**src/rtl/pipeline_skid_reg_if.sv**
```systemverilog
// Handshake bundle for one elastic pipeline stage: upstream side, downstream
// side, stall/squash controls and the occupancy status.
interface pipeline_skid_reg_if #(
  parameter int unsigned WIDTH = 32
);
  logic             in_valid;
  logic             in_ready;
  logic [WIDTH-1:0] in_data;
  logic             out_valid;
  logic             out_ready;
  logic [WIDTH-1:0] out_data;
  logic             flush;
  logic             freeze;
  logic [1:0]       occupancy;

  // Driver of the stage (upstream producer, downstream consumer, hazard unit)
  modport master (
    output in_valid, in_data, out_ready, flush, freeze,
    input  in_ready, out_valid, out_data, occupancy
  );

  // The stage register itself
  modport slave (
    input  in_valid, in_data, out_ready, flush, freeze,
    output in_ready, out_valid, out_data, occupancy
  );
endinterface

```
**src/rtl/pipeline_skid_reg.sv**
```systemverilog
// Elastic pipeline stage register with valid/ready handshake, freeze (stall),
// flush (squash) and an optional skid entry so in_ready is registered.
module pipeline_skid_reg #(
  parameter int unsigned      WIDTH     = 32,
  parameter logic [WIDTH-1:0] NOP_VALUE = '0,
  parameter bit               SKID      = 1'b1
) (
  input logic                CLK,
  input logic                nRST,
  pipeline_skid_reg_if.slave bus
);

  typedef enum logic [1:0] {
    ST_EMPTY = 2'd0,
    ST_ONE   = 2'd1,
    ST_TWO   = 2'd2
  } state_e;

  state_e           state_q, state_d;
  logic [WIDTH-1:0] main_q, main_d;
  logic [WIDTH-1:0] skid_q, skid_d;

  logic main_valid;
  logic skid_valid;
  logic in_ready;
  logic push;
  logic pop;

  // Handshake gating and head-of-stage outputs derived from the held state
  always_comb begin
    main_valid = (state_q != ST_EMPTY);
    skid_valid = (state_q == ST_TWO);
    if (SKID) begin
      in_ready = ~skid_valid & ~bus.freeze;
    end else begin
      in_ready = ~bus.freeze & (~main_valid | bus.out_ready);
    end
    push = bus.in_valid & in_ready;
    pop  = main_valid & ~bus.freeze & bus.out_ready;
  end

  assign bus.in_ready  = in_ready;
  assign bus.out_valid = main_valid & ~bus.freeze;
  assign bus.out_data  = main_valid ? main_q : NOP_VALUE;
  assign bus.occupancy = {1'b0, main_valid} + {1'b0, skid_valid};

  // Next-state: flush beats freeze beats normal push/pop traffic
  always_comb begin
    state_d = state_q;
    main_d  = main_q;
    skid_d  = skid_q;
    if (bus.flush) begin
      state_d = ST_EMPTY;
      main_d  = NOP_VALUE;
      skid_d  = NOP_VALUE;
    end else if (!bus.freeze) begin
      case (state_q)
        ST_EMPTY: begin
          if (push) begin
            main_d  = bus.in_data;
            state_d = ST_ONE;
          end
        end
        ST_ONE: begin
          if (push && pop) begin
            main_d = bus.in_data;
          end else if (pop) begin
            state_d = ST_EMPTY;
          end else if (push && SKID) begin
            // Head is stalled: park the new entry behind it to keep FIFO order
            skid_d  = bus.in_data;
            state_d = ST_TWO;
          end
        end
        ST_TWO: begin
          if (pop) begin
            main_d  = skid_q;
            state_d = ST_ONE;
          end
        end
        default: begin
          state_d = ST_EMPTY;
        end
      endcase
    end
  end

  // State and payload registers, asynchronously cleared to the NOP bubble
  always_ff @(posedge CLK or negedge nRST) begin
    if (!nRST) begin
      state_q <= ST_EMPTY;
      main_q  <= NOP_VALUE;
      skid_q  <= NOP_VALUE;
    end else begin
      state_q <= state_d;
      main_q  <= main_d;
      skid_q  <= skid_d;
    end
  end

endmodule

```
**src/flat_wrapper.sv**
```systemverilog
// flat-port wrapper written by rule: the top's interface ports become plain ports
module pipeline_skid_reg_flat 
#(
  parameter int unsigned      WIDTH     = 32,
  parameter logic [WIDTH-1:0] NOP_VALUE = '0,
  parameter bit               SKID      = 1'b1
)
  (CLK, nRST, bus_in_valid, bus_in_data, bus_out_ready, bus_flush, bus_freeze, bus_in_ready, bus_out_valid, bus_out_data, bus_occupancy);
  pipeline_skid_reg_if #(.WIDTH(WIDTH)) bus_i ();
  input logic CLK;
  input logic nRST;
  input wire logic [$bits(bus_i.in_valid)-1:0] bus_in_valid;
  input wire logic [$bits(bus_i.in_data)-1:0] bus_in_data;
  input wire logic [$bits(bus_i.out_ready)-1:0] bus_out_ready;
  input wire logic [$bits(bus_i.flush)-1:0] bus_flush;
  input wire logic [$bits(bus_i.freeze)-1:0] bus_freeze;
  output wire logic [$bits(bus_i.in_ready)-1:0] bus_in_ready;
  output wire logic [$bits(bus_i.out_valid)-1:0] bus_out_valid;
  output wire logic [$bits(bus_i.out_data)-1:0] bus_out_data;
  output wire logic [$bits(bus_i.occupancy)-1:0] bus_occupancy;
  assign bus_i.in_valid = bus_in_valid;
  assign bus_i.in_data = bus_in_data;
  assign bus_i.out_ready = bus_out_ready;
  assign bus_i.flush = bus_flush;
  assign bus_i.freeze = bus_freeze;
  assign bus_in_ready = bus_i.in_ready;
  assign bus_out_valid = bus_i.out_valid;
  assign bus_out_data = bus_i.out_data;
  assign bus_occupancy = bus_i.occupancy;
  pipeline_skid_reg #(.WIDTH(WIDTH), .NOP_VALUE(NOP_VALUE), .SKID(SKID)) u_core (.CLK(CLK), .nRST(nRST), .bus(bus_i));
endmodule
```
**config.mk**
```make
export PLATFORM = sky130hd
export DESIGN_NAME = pipeline_skid_reg_flat
export DESIGN_NICKNAME = d
export VERILOG_FILES = /design/src/rtl/pipeline_skid_reg_if.sv /design/src/rtl/pipeline_skid_reg.sv /design/src/flat_wrapper.sv
export SDC_FILE = /design/constraint.sdc
export NUM_CORES = 1
export LEC_CHECK = 0
export BUFFER_PORTS_ARGS = -buffer_cell sky130_fd_sc_hd__buf_4
export CORE_AREA = 2 2 107 78
export CTS_BUF_LIST = sky130_fd_sc_hd__clkbuf_2
export CTS_CLUSTER_SIZE = 24
export DETAILED_ROUTE_END_ITERATION = 6
export DIE_AREA = 0 0 109 80
export HOLD_SLACK_MARGIN = 0.03
export MAX_ROUTING_LAYER = met4
export PLACE_DENSITY = 0.67
export SLEW_MARGIN = 0
export SYNTH_ARGS = -nofsm -noshare
export SYNTH_HDL_FRONTEND = slang
export SYNTH_SLANG_ARGS = --single-unit
export TNS_END_PERCENT = 5
```
**constraint.sdc**
```tcl
create_clock -name CLK -period 3.45 [get_ports CLK]
set_input_delay 0.1725 -clock CLK [delete_from_list [all_inputs] [get_ports CLK]]
set_output_delay 0.1725 -clock CLK [all_outputs]
set_load 0.02 [all_outputs]
```
==> metrics.yaml <==
gr-total-overflow: 0
num_rows: 27
hold_class: "in2reg"
finalHoldViolations: 0
slew_headroom_pct: 35.48
p_leak_nw: 2.161
place.gp.congestion: 0.7587
yosysWarningCount: 0
synth_area_um2: 3421
vias: 2917
min_from: "bus_out_ready"
multi_input_area_um2: 1528
ys_seq_area_share_pct: 48.28
max_freq_mhz: 357.5
pwr_density_cell_nw_per_um2: 344.7
num-fill-cells: 686
diodes: 0
sw_frac_of_total_pct: 31.90
die_height_um: 80
finalNetCount: 483
avgViaCountPerCell: 5.304
post-route-util_pct: 58.48
period_needed_ns: 2.797
p_clk_share_pct: 23.9
ioPinCount: 74
drt-initial-drc-count: 159
crit_path_start: "u_core.state_q[0]"
crit_fanout: 27
p_seq_share_pct: 53.3
switchingPower_w: 0.0004931
grt_pass1_vias: 2966
wl_mm: 8.681
synth-seq-cells: 66
root_buffer: "clkbuf_2"
ctsHoldBuffers: 35
layout_commonest_cell: "buf_4"
start_util_pct: 44.61
r2r_setup_slack_ns: 1.11
setup-violations-final: 0
drt_pass1_iterations: 4
cp.required_ns: 3.28
crit_arrival_ns: 2.62
drv_cap: 0
syn-instance-count: 348
tns_ns: 0
core-area_um2: 7669
area_growth_pct: 31.09
clkSlewWorstSetupHoldPaths_ns: 0.18
layout_common_cells: "78 x buf_4, 66 x nand2_1, 66 x dfrtp_1"
end_kind: "output port"
worst_pin_slew_ns: 0.9656
synth_top_area_cell: "dfrtp_1"
start_kind: "flop"
cts_tree: "built"
r2r_cells: 7
dp_hpwl_mm: 5.200
peakVddDrop_mv: 0.2083
detail-route-antenna-nets: 0
drc: 0
status: "complete, no violations"
seq_area_um2: 1652
io_buffers: 73
cts_buffers: 9
hold_path_depth: 3
track_usage_pct: 22.66
internal_power_w: 0.001053
avgSynthCellArea_um2: 9.830
die_area_um2: 8720
fin_skew_ns: 0.02118
rsz0062_at_grt: "no"
min_period_over_period_pct: 81.07
rr_startpoint: "u_core.state_q[0]"
synth_cell_type_count: 28
crit_type: "reg2out"
yosys.area.top_type_share_pct: 48.28
antenna_found_initial: 0
power.share.combinational_pct: 22.8
syn_nets: 387
layout-drive-gt1-share_pct: 29.18
synthTopCellsByArea: "dfrtp_1 48%, a221oi_2 13%, a22o_1 8.2%"
clock_sinks: 66
grt_start_max_net_pins: 67
slew_viol_final: 0
post_cts_resized: 0
wl_per_cell_um: 15.78
htree_levels: 3
post_cts_buffers: 0
grt_pass1_wl_mm: 14.68
die_w_um: 109
clkLatencyLatePin_ns: 0.50
cts_max_path_buffers: 2
## registers in the layout (all words and copies together) (netlist names)
register        flops
u_core.main_q      32
u_core.skid_q      32
u_core.state_q      2
## per-stage QoR
step / worst slack (ns) / power [W] / instance area [um^2] / hold WS, ns / cells
4_1_cts: 0.6474 / 0.001564 / 4484 / 0.07384 / 550
2_1_floorplan: 1.258 / 0.001038 / 3421 / -0.1231 / 348
6_report: 0.6531 / 0.001546 / 4484 / 0.1101 / 550
3_5_place_dp: 1.188 / 0.001160 / 4050 / 0.3332 / 499
5_1_grt: 0.3770 / 0.001638 / 4484 / 0.04062 / 550
3_3_place_gp: 1.254 / 0.001153 / 4050 / 0.3269 / 499
## per-layer routing
layer  part of all wire [%]  global-route usage (%)  wire length, um  vias to the layer above
met5                      0                       -                0                        -
met4                    1.1                   5.513               94                        0
met1                     46                   29.83             4026                     1420
li1                       -                       -                -                     1404
met3                    6.3                   5.796              546                        9
met2                     46                   35.22             4014                       84
## worst paths after layout
path,endpoint
min,u_core.skid_q[20]
max in group asynchronous,u_core.main_q[0]
max reg2reg,u_core.main_q[15]
min in group asynchronous,u_core.skid_q[20]
max,bus_in_ready
min reg2reg,u_core.skid_q[0]
## Yosys cell counts, drive strengths merged
cell type / number
a311oi: 1
clkbuf: 16
nand3b: 1
nand2: 66
ha: 1
o32a: 1
a22o: 32
dfrtp: 66
o31a: 1
and2: 1
a221oi: 32
and3: 32
a21oi: 3
a211o: 1
a21boi: 1
inv: 36
buf: 13
nor2b: 2
clkinv: 1
nor2: 36
o21ai: 1
o22ai: 2
nand2b: 1
nor4: 1
## power by group through the flow
stage	sequential (W)	clock [W]	combinational, W
floorplan	0.000835	0	0.000203
global placement	0.000837	0	0.000316
detailed placement	0.000839	0	0.000321
CTS	0.000824	0.000386	0.000354
global route	0.000829	0.000425	0.000385
finish	0.000824	0.000369	0.000352
## kinds of logic (layout without fill, tap and decap cells)
kind of cell,Yosys count,count (layout),synth area share [%]
compound gates,75,75,24.65
simple gates,140,140,18.36
buf+inv,66,167,8.339
fa+ha+maj,1,1,0.3657
flops,66,66,48.28
## cell type report
| class | count | share of cell area (%) |
|---|---|---|
| Clock buffer | 10 | 1.116 |
| Clock inverter | 6 | 0.7533 |
| Inverter | 37 | 3.097 |
| Multi-Input combinational cell | 216 | 34.07 |
| Sequential cell | 66 | 36.83 |
| Tap cell | 101 | 2.818 |
| Timing Repair Buffer | 114 | 21.32 |
## critical path, stage by stage (launching register included)
cell and delay, ns:
dfrtp_1 0.52, nand2b_2 0.35, buf_4 0.35, clkinv_1 0.30, buf_4 0.32, nor2_1 0.13
buf_4 0.15
Note: power is estimated with default switching activity, not from simulation.
